## config.mk

```make
export PLATFORM = sky130hd
export DESIGN_NAME = pc_unit
export DESIGN_NICKNAME = d
export VERILOG_FILES = /design/src/rtl/pc_unit.sv
export SDC_FILE = /design/constraint.sdc
export NUM_CORES = 1
export LEC_CHECK = 0
export BUFFER_PORTS_ARGS = -buffer_cell sky130_fd_sc_hd__buf_2
export CAP_MARGIN = 20
export CORE_ASPECT_RATIO = 0.9
export CORE_MARGIN = 2
export CORE_UTILIZATION = 48
export DETAILED_ROUTE_END_ITERATION = 6
export HOLD_SLACK_MARGIN = 0.1
export PLACE_DENSITY = 0.68
export SKIP_CTS_REPAIR_TIMING = 1
export SLEW_MARGIN = 40
export SYNTH_ARGS = -nofsm -noshare
export SYNTH_HDL_FRONTEND = slang
export SYNTH_SLANG_ARGS = --single-unit
```

## constraint.sdc

```tcl
create_clock -name CLK -period 3.3 [get_ports CLK]
set_clock_uncertainty 0.1 [all_clocks]
set_input_delay 0.495 -clock CLK [delete_from_list [all_inputs] [get_ports CLK]]
set_output_delay 0.495 -clock CLK [all_outputs]
set_load 0.1 [all_outputs]
```

## src/rtl/pc_unit.sv

```systemverilog
// pc_unit: parametrised program counter for the single-cycle datapath.
//   Holds the instruction address and updates it every rising CLK edge:
//   sequential step, relative branch, absolute jump, or return through a
//   circular return-address stack (RAS). i_stall freezes all state.
//
// Ports:
//   CLK, RST         clock; synchronous active-high reset
//   i_stall          hold PC, RAS, count and error this cycle
//   i_sel            00 SEQ, 01 BRANCH, 10 JUMP, 11 RETURN
//   i_take           branch condition (BRANCH only)
//   i_offset         signed byte offset for a taken BRANCH
//   i_target         absolute address for JUMP
//   i_call           push o_pc_plus on a taken BRANCH or a JUMP
//   o_pc             current PC (registered)
//   o_pc_plus        o_pc + STEP (combinational)
//   o_ras_count      number of valid RAS entries
//   o_ras_empty/full derived from o_ras_count
//   o_err            sticky: RETURN executed with an empty stack
module pc_unit #(
    parameter int               WIDTH        = 32,
    parameter int               STEP         = 4,
    parameter logic [WIDTH-1:0] RESET_VECTOR = '0,
    parameter int               RAS_DEPTH    = 4,
    localparam int              CW           = $clog2(RAS_DEPTH + 1)
) (
    input  logic             CLK,
    input  logic             RST,
    input  logic             i_stall,
    input  logic [1:0]       i_sel,
    input  logic             i_take,
    input  logic [15:0]      i_offset,
    input  logic [WIDTH-1:0] i_target,
    input  logic             i_call,
    output logic [WIDTH-1:0] o_pc,
    output logic [WIDTH-1:0] o_pc_plus,
    output logic [CW-1:0]    o_ras_count,
    output logic             o_ras_empty,
    output logic             o_ras_full,
    output logic             o_err
);

    localparam int PW = $clog2(RAS_DEPTH);

    typedef enum logic [1:0] {
        SEL_SEQ    = 2'b00,
        SEL_BRANCH = 2'b01,
        SEL_JUMP   = 2'b10,
        SEL_RET    = 2'b11
    } sel_e;

    logic [WIDTH-1:0] r_pc;
    logic [WIDTH-1:0] r_ras [RAS_DEPTH];
    logic [PW-1:0]    r_tp;     // index of the most recent entry
    logic [CW-1:0]    r_cnt;
    logic             r_err;

    logic [WIDTH-1:0] w_pc_plus;
    logic [WIDTH-1:0] w_off;
    logic [WIDTH-1:0] w_pc_nxt;
    logic             w_push;
    logic             w_pop;
    logic             w_err_set;
    logic [PW-1:0]    w_tp_inc;
    logic             w_cnt_full;
    sel_e             w_sel;

    assign w_sel      = sel_e'(i_sel);
    assign w_pc_plus  = r_pc + WIDTH'(STEP);
    assign w_off      = WIDTH'($signed(i_offset));
    assign w_tp_inc   = r_tp + PW'(1);
    assign w_cnt_full = (r_cnt == CW'(RAS_DEPTH));

    always_comb begin
        w_pc_nxt  = w_pc_plus;
        w_push    = 1'b0;
        w_pop     = 1'b0;
        w_err_set = 1'b0;
        case (w_sel)
            SEL_BRANCH: begin
                if (i_take) begin
                    w_pc_nxt = r_pc + w_off;
                    w_push   = i_call;
                end
            end
            SEL_JUMP: begin
                w_pc_nxt = i_target;
                w_push   = i_call;
            end
            SEL_RET: begin
                if (r_cnt != '0) begin
                    w_pc_nxt = r_ras[r_tp];
                    w_pop    = 1'b1;
                end else begin
                    w_err_set = 1'b1;
                end
            end
            default: ;
        endcase
    end

    always_ff @(posedge CLK) begin
        if (RST) begin
            r_pc  <= RESET_VECTOR;
            r_tp  <= '0;
            r_cnt <= '0;
            r_err <= 1'b0;
        end else if (!i_stall) begin
            r_pc  <= w_pc_nxt;
            r_err <= r_err | w_err_set;
            if (w_push) begin
                // Advancing the top pointer past a full stack lands on the
                // oldest entry, so overflow overwrites it naturally.
                r_tp <= w_tp_inc;
                if (!w_cnt_full)
                    r_cnt <= r_cnt + CW'(1);
            end else if (w_pop) begin
                r_tp  <= r_tp - PW'(1);
                r_cnt <= r_cnt - CW'(1);
            end
        end
    end

    // Stack contents need no reset; the count alone qualifies them.
    always_ff @(posedge CLK) begin
        if (!RST && !i_stall && w_push)
            r_ras[w_tp_inc] <= w_pc_plus;
    end

    assign o_pc        = r_pc;
    assign o_pc_plus   = w_pc_plus;
    assign o_ras_count = r_cnt;
    assign o_ras_empty = (r_cnt == '0);
    assign o_ras_full  = w_cnt_full;
    assign o_err       = r_err;

endmodule

```

==> results of run 1 <==
-- how the worst max path moves through the flow --
stage	end	slack (ps)	depth (start not counted)	from
floorplan	r_ras[0][15]	-60	4	o_pc[10]
global placement	o_pc[16]	80	14	i_offset[0]
detailed placement	o_pc[16]	70	14	i_offset[0]
CTS	o_pc_plus[27]	-190	8	o_pc[11]
global route	o_pc_plus[29]	-10	7	o_pc[11]
finish	o_pc_plus[21]	80	7	o_pc[11]
-- cell families after synthesis --
| family | count (synthesis) |
|---|---|
| AOI/OAI and AO/OA | 221 |
| and+or+nand+nor | 184 |
| DFF | 168 |
| buffers and inverters | 62 |
| xor gates and xnor gates | 56 |
| adders and majority gates | 42 |
| muxes | 37 |
-- power groups by stage --
stage | registers (uW) | logic [uW] | clock network, uW
final | 2390 | 1280 | 1920
after CTS | 2380 | 1260 | 1940
after global routing | 2390 | 1350 | 2020
after global placement | 2430 | 1250 | 0
after detailed placement | 2430 | 1250 | 0
after floorplan | 2610 | 739 | 0
-- flip-flops by register name, indices dropped and copies added, names as in the netlist, named ones only --
signal and count:
o_err 1, o_pc 32, o_ras_count 3, r_ras 128, r_tp 2
-- through the flow --
step | std cells | setup WS [ps] | hold slack [ps]
after floorplan | 770 | -62.66 | 455.4
after CTS | 1170 | -188.0 | 299.9
final | 1178 | 81.76 | 316.2
after global routing | 1178 | -10.36 | 333.8
after detailed placement | 1138 | 70.79 | 374.4
after global placement | 1138 | 84.88 | 370.0
-- metal layers --
layer / GRT usage (%) / vias up / part of all wire (%)
li1: - / 3327 / -
met1: 38.59 / 3599 / 42
met2: 42.01 / 378 / 46
met3: 6.633 / 46 / 10
met4: 8.595 / 0 / 2.2
met5: 0 / - / 0
-- worst max-delay path: stages, from the launching register on --
cell and delay, ps:
dfxtp_4 410, and4_2 270, and3_1 200, and2_2 210, and3_1 330, nand3_1 220, xnor2_2 280, buf_6 270
-- cell type report --
| class | instances | area share [%] |
|---|---|---|
| Clock buffer | 18 | 3.754 |
| Clock inverter | 14 | 1.258 |
| Timing Repair Buffer | 173 | 10.13 |
| Inverter | 20 | 0.6566 |
| Multi-Input combinational cell | 540 | 40.39 |
| Tap cell | 245 | 2.681 |
| Sequential cell | 168 | 41.12 |
-- cells in the final DEF (no fill, tap or decap), types with 18 or more instances in the layout --
| cell type | n |
|---|---|
| o21ai_0 | 54 |
| ha_1 | 40 |
| buf_4 | 49 |
| nand2_1 | 42 |
| mux4_2 | 32 |
| nand3_1 | 19 |
| inv_1 | 18 |
| buf_2 | 109 |
| edfxtp_1 | 128 |
| a21oi_1 | 46 |
| nor2_1 | 42 |
| xnor2_1 | 21 |
==> metrics.cfg, run 1 <==
[yosys]
synth_area_per_cell_um2 = 11.93
synthSimpleGateAreaFrac_pct = 10.06
synthXorXnorAreaFrac_pct = 5.338
ys_top_cells_by_count = 128 x edfxtp_1, 54 x o21ai_0, 46 x a21oi_1, 45 x nor2_1, 42 x nand2_1
synthTopCellsByArea = edfxtp_1 42%, dfxtp_1 8.7%, mux4_2 7.8%
synthCells = 770
ys_types = 72
yosysTopAreaCellShare_pct = 41.83
ys_seq_elements = 168
ys_warn_count = 0
synth_compound_area_share_pct = 16.98
yosysSeqAreaShare_pct = 50.54
synth_fp_nets = 867
synthArstFlopShare_pct = 0
synth.most_common_cell = edfxtp_1
syn_area_mm2 = 0.009189
synthFlopType = edfxtp_1
synth_area_leader_cell = edfxtp_1
synth_mux_area_share_pct = 8.388
synth_top_family_by_area = compound AO/OA/AOI/OAI gates
synth-adder-area-share_pct = 5.882
synth_edf_count = 128

[placement]
portBuffers = 124
hpwl_mm = 19.10
place_area_mm2 = 0.01071
gp_congestion = 0.9352

[sta]
fin_crit_sh_pct = 97.52
tightest_slew_ps = 524.5
max_freq_mhz = 310.7
hold_viol_final = 0
slew_headroom_pct = 64.95
setup_viol = 0
finalMaxSlewViolations = 0
totalNegativeSetupSlack_ps = 0
final.min_clock_period_ps = 3218

[worst_setup_path]
arrival_ps = 2620
r2r-start = o_pc[0]
crit_fanout = 6
crit_type = reg -> out
ff2ff_setup_slack_ps = 240
end_kind = output pin
cp.required_ps = 2700
critPathLaunchType = flip-flop
rr_worst_depth = 13
reg2reg_to = o_pc[16]

[pwr]
switching_share_pct = 32.70
power.switching_uw = 1826
p_int_uw = 3760
p_leak_uw = 0.004459
ir_drop_mv = 0.3087
p_comb_share_pct = 22.8
p_per_area_mw_per_mm2 = 488.6
clockPowerShare_pct = 34.4
finalPower_uw = 5586
seqPwrFrac_pct = 42.7

[min_path]
min_path_cells = 3
hold_path_end = o_pc[17]
hold_class = in -> reg
hold_start = i_target[17]

[finish]
utilization_pct = 61.53
post-route-cell-area_mm2 = 0.01143
nNetsFinal = 1017
layout-drive-gt1-share_pct = 33.65
final.fill_count = 1507
area_growth_pct = 24.43
n_antenna_cell = 0
final-seq-area_mm2 = 0.004702
multiInputGateArea_mm2 = 0.004618

[floorplan]
num_io_pins = 125
num_rows = 47
start_util_pct = 49.45
dieArea_mm2 = 0.02027
core_area_mm2 = 0.01858
die_w_um = 149.8
die_y_um = 135.3

[routing]
drc = 0
drt_iter0_drc = 907
post_drt_wl_per_cell_um = 22.94
ant_nets = 0
viasPerCell = 6.239
vias = 7350
dr.pass1.iters = 7
totalWireLength_mm = 27.02

[clock_network]
cts_tree = done
ctsLongestPathBuffers = 2
htree_levels = 4
clock_sinks = 168
clk-insertion-delay-late_ps = 430
clk_pin_slew_ps = 70
cts-root-buf = clkbuf_16
cts_buffers = 17

[grt]
antenna_found_initial = 0
grt_pass1_vias = 7039
grt_usage_pct = 27.35
overflow = 0
grt_start_max_net_pins = 33
grt_pass1_wl_mm = 40.79

[run]
cap_violations = 0

[run_status]
status = finished clean

Power figures use the tool's default switching activity.
==> run 2, diff against run 1 <==
Settings changed: PLACE_DENSITY 0.68 to 0.78.
==> run 2 against run 1 <==
Effect of this change: the run now ends with design-rule violations left; routed wire length is 1.4% higher; cell area hardly changed; worst hold slack worse by 23 ps; largest cell class unchanged.
==> metrics.cfg, run 2 (synthesized netlist as in run 1, its figures left out) <==
[run_status]
status = complete, but fails checks
violations = design-rule violations

[worst_setup_path]
rr_worst_depth = 12
arrival_ps = 2610
r2r-start = o_pc[0]
critPathLaunchType = flip-flop
path_cells = ha_1 > nand3_1 > nor2_2 > and3_2 > nand4_1 > xnor2_4 > buf_12
reg2reg_to = o_pc[16]
crit_fanout = 7
crit_type = reg -> out
ff2ff_setup_slack_ps = 240
critical-path-max-stage-delay_ps = 390
end_kind = output pin
cpMaxStageDelayCell = dfxtp_4
cp.required_ps = 2700

[clock_network]
clk_pin_slew_ps = 70
cts-root-buf = clkbuf_16
cts_buffers = 17
cts_tree = done
ctsLongestPathBuffers = 2
clock_sinks = 168
htree_levels = 4
clk-insertion-delay-late_ps = 430

[floorplan]
die_y_um = 135.3
die_w_um = 149.8
num_io_pins = 125
start_util_pct = 49.45
core_area_mm2 = 0.01858
num_rows = 47
dieArea_mm2 = 0.02027

[routing]
drt_iter0_drc = 1004
dr.pass1.iters = 7
totalWireLength_mm = 27.40
viasPerCell = 6.337
drc = 4
ant_nets = 0
vias = 7427
post_drt_wl_per_cell_um = 23.38

[sta]
hold_viol_final = 0
tightest_slew_ps = 675.1
final.min_clock_period_ps = 3205
finalMaxSlewViolations = 0
max_freq_mhz = 312.0
fin_crit_sh_pct = 97.13
slew_headroom_pct = 54.83
setup_viol = 0

[min_path]
hold_class = in -> reg
min_path_cells = 2
hold_start = RST
hold_path_end = o_err

[run]
cap_violations = 0

[finish]
nNetsFinal = 1011
top_register = r_ras
final_cell_mix = 128 x edfxtp_1, 110 x buf_2, 54 x o21ai_0
area_growth_pct = 24.40
largest_reg_flops = 128
final_common_cell = edfxtp_1
multiInputGateArea_mm2 = 0.004613
stdcell_count = 1172
n_antenna_cell = 0
final-seq-area_mm2 = 0.004707
post-route-cell-area_mm2 = 0.01143
layout-drive-gt1-share_pct = 33.01
final.fill_count = 1451

[pwr]
ir_drop_mv = 0.3154
p_per_area_mw_per_mm2 = 494.2
p_leak_uw = 0.004446

[placement]
gp_congestion = 0.9572
hpwl_mm = 19.07
portBuffers = 124
dpl.cell_count = 1135
place_area_mm2 = 0.01071

[grt]
grt_pass1_wl_mm = 41.54
antenna_found_initial = 0
grt_usage_pct = 27.57
grt-busiest-layer = met1
grt_util_met3_pct = 5.859
met2_usage_pct = 40.54
grt_pass1_vias = 7083
met1_usage_pct = 41.30
overflow = 0
grt_start_max_net_pins = 34

run 2: area by class of cell:
| cell class | count | share of cell area [%] |
|---|---|---|
| inverters | 20 | 0.6567 |
| flip-flops and latches | 168 | 41.18 |
| multi-input cells | 540 | 40.36 |
| well taps | 245 | 2.682 |
| repair buffers | 167 | 9.971 |
| clock inverters | 14 | 1.401 |
| clock buffers | 18 | 3.754 |
run 2: critical path: cells and delay by family (launching register included):
family | cells | cell delay [ps]
adders and majority gates | 1 | 210
and+or+nand+nor | 4 | 1030
xor gates and xnor gates | 1 | 330
buffers and inverters | 1 | 210
DFF | 1 | 390
run 2: per-stage QoR:
step / worst slack (ps) / utilization, % / power, uW / TNS (ps) / hold WS [ps]
2_1_floorplan: -62.66 / - / 3353 / -345.1 / 455.4
3_3_place_gp: 138.8 / 57.66 / 3669 / 0 / 408.0
3_5_place_dp: 41.16 / 57.66 / 3676 / 0 / 410.7
4_1_cts: -179.1 / 60.83 / 5640 / -694.0 / 290.0
5_1_grt: -11.65 / 61.51 / 5826 / -26.18 / 302.9
6_report: 94.71 / 61.51 / 5649 / 0 / 293.1
run 2: worst max-delay path by stage:
stage / from / to / slack, ps / cells past startpoint
floorplan: o_pc[10] / r_ras[0][15] / -60 / 4
finish: o_pc[2] / o_pc_plus[30] / 90 / 7
global placement: i_offset[0] / o_pc[16] / 140 / 13
CTS: o_pc[2] / o_pc_plus[20] / -180 / 7
global route: o_pc[11] / o_pc_plus[31] / -10 / 8
detailed placement: i_offset[0] / o_pc[16] / 40 / 13
run 2: routing by layer:
layer / share of wire (%) / vias up
met2: 45 / 420
met3: 11 / 54
met5: 0 / -
li1: - / 3308
met4: 1.8 / 0
met1: 43 / 3645
run 2: where the power goes:
| group | internal [uW] | switching [uW] |
|---|---|---|
| sequential | 2310 | 72.9 |
| combinational | 386 | 897 |
| clock | 1080 | 904 |
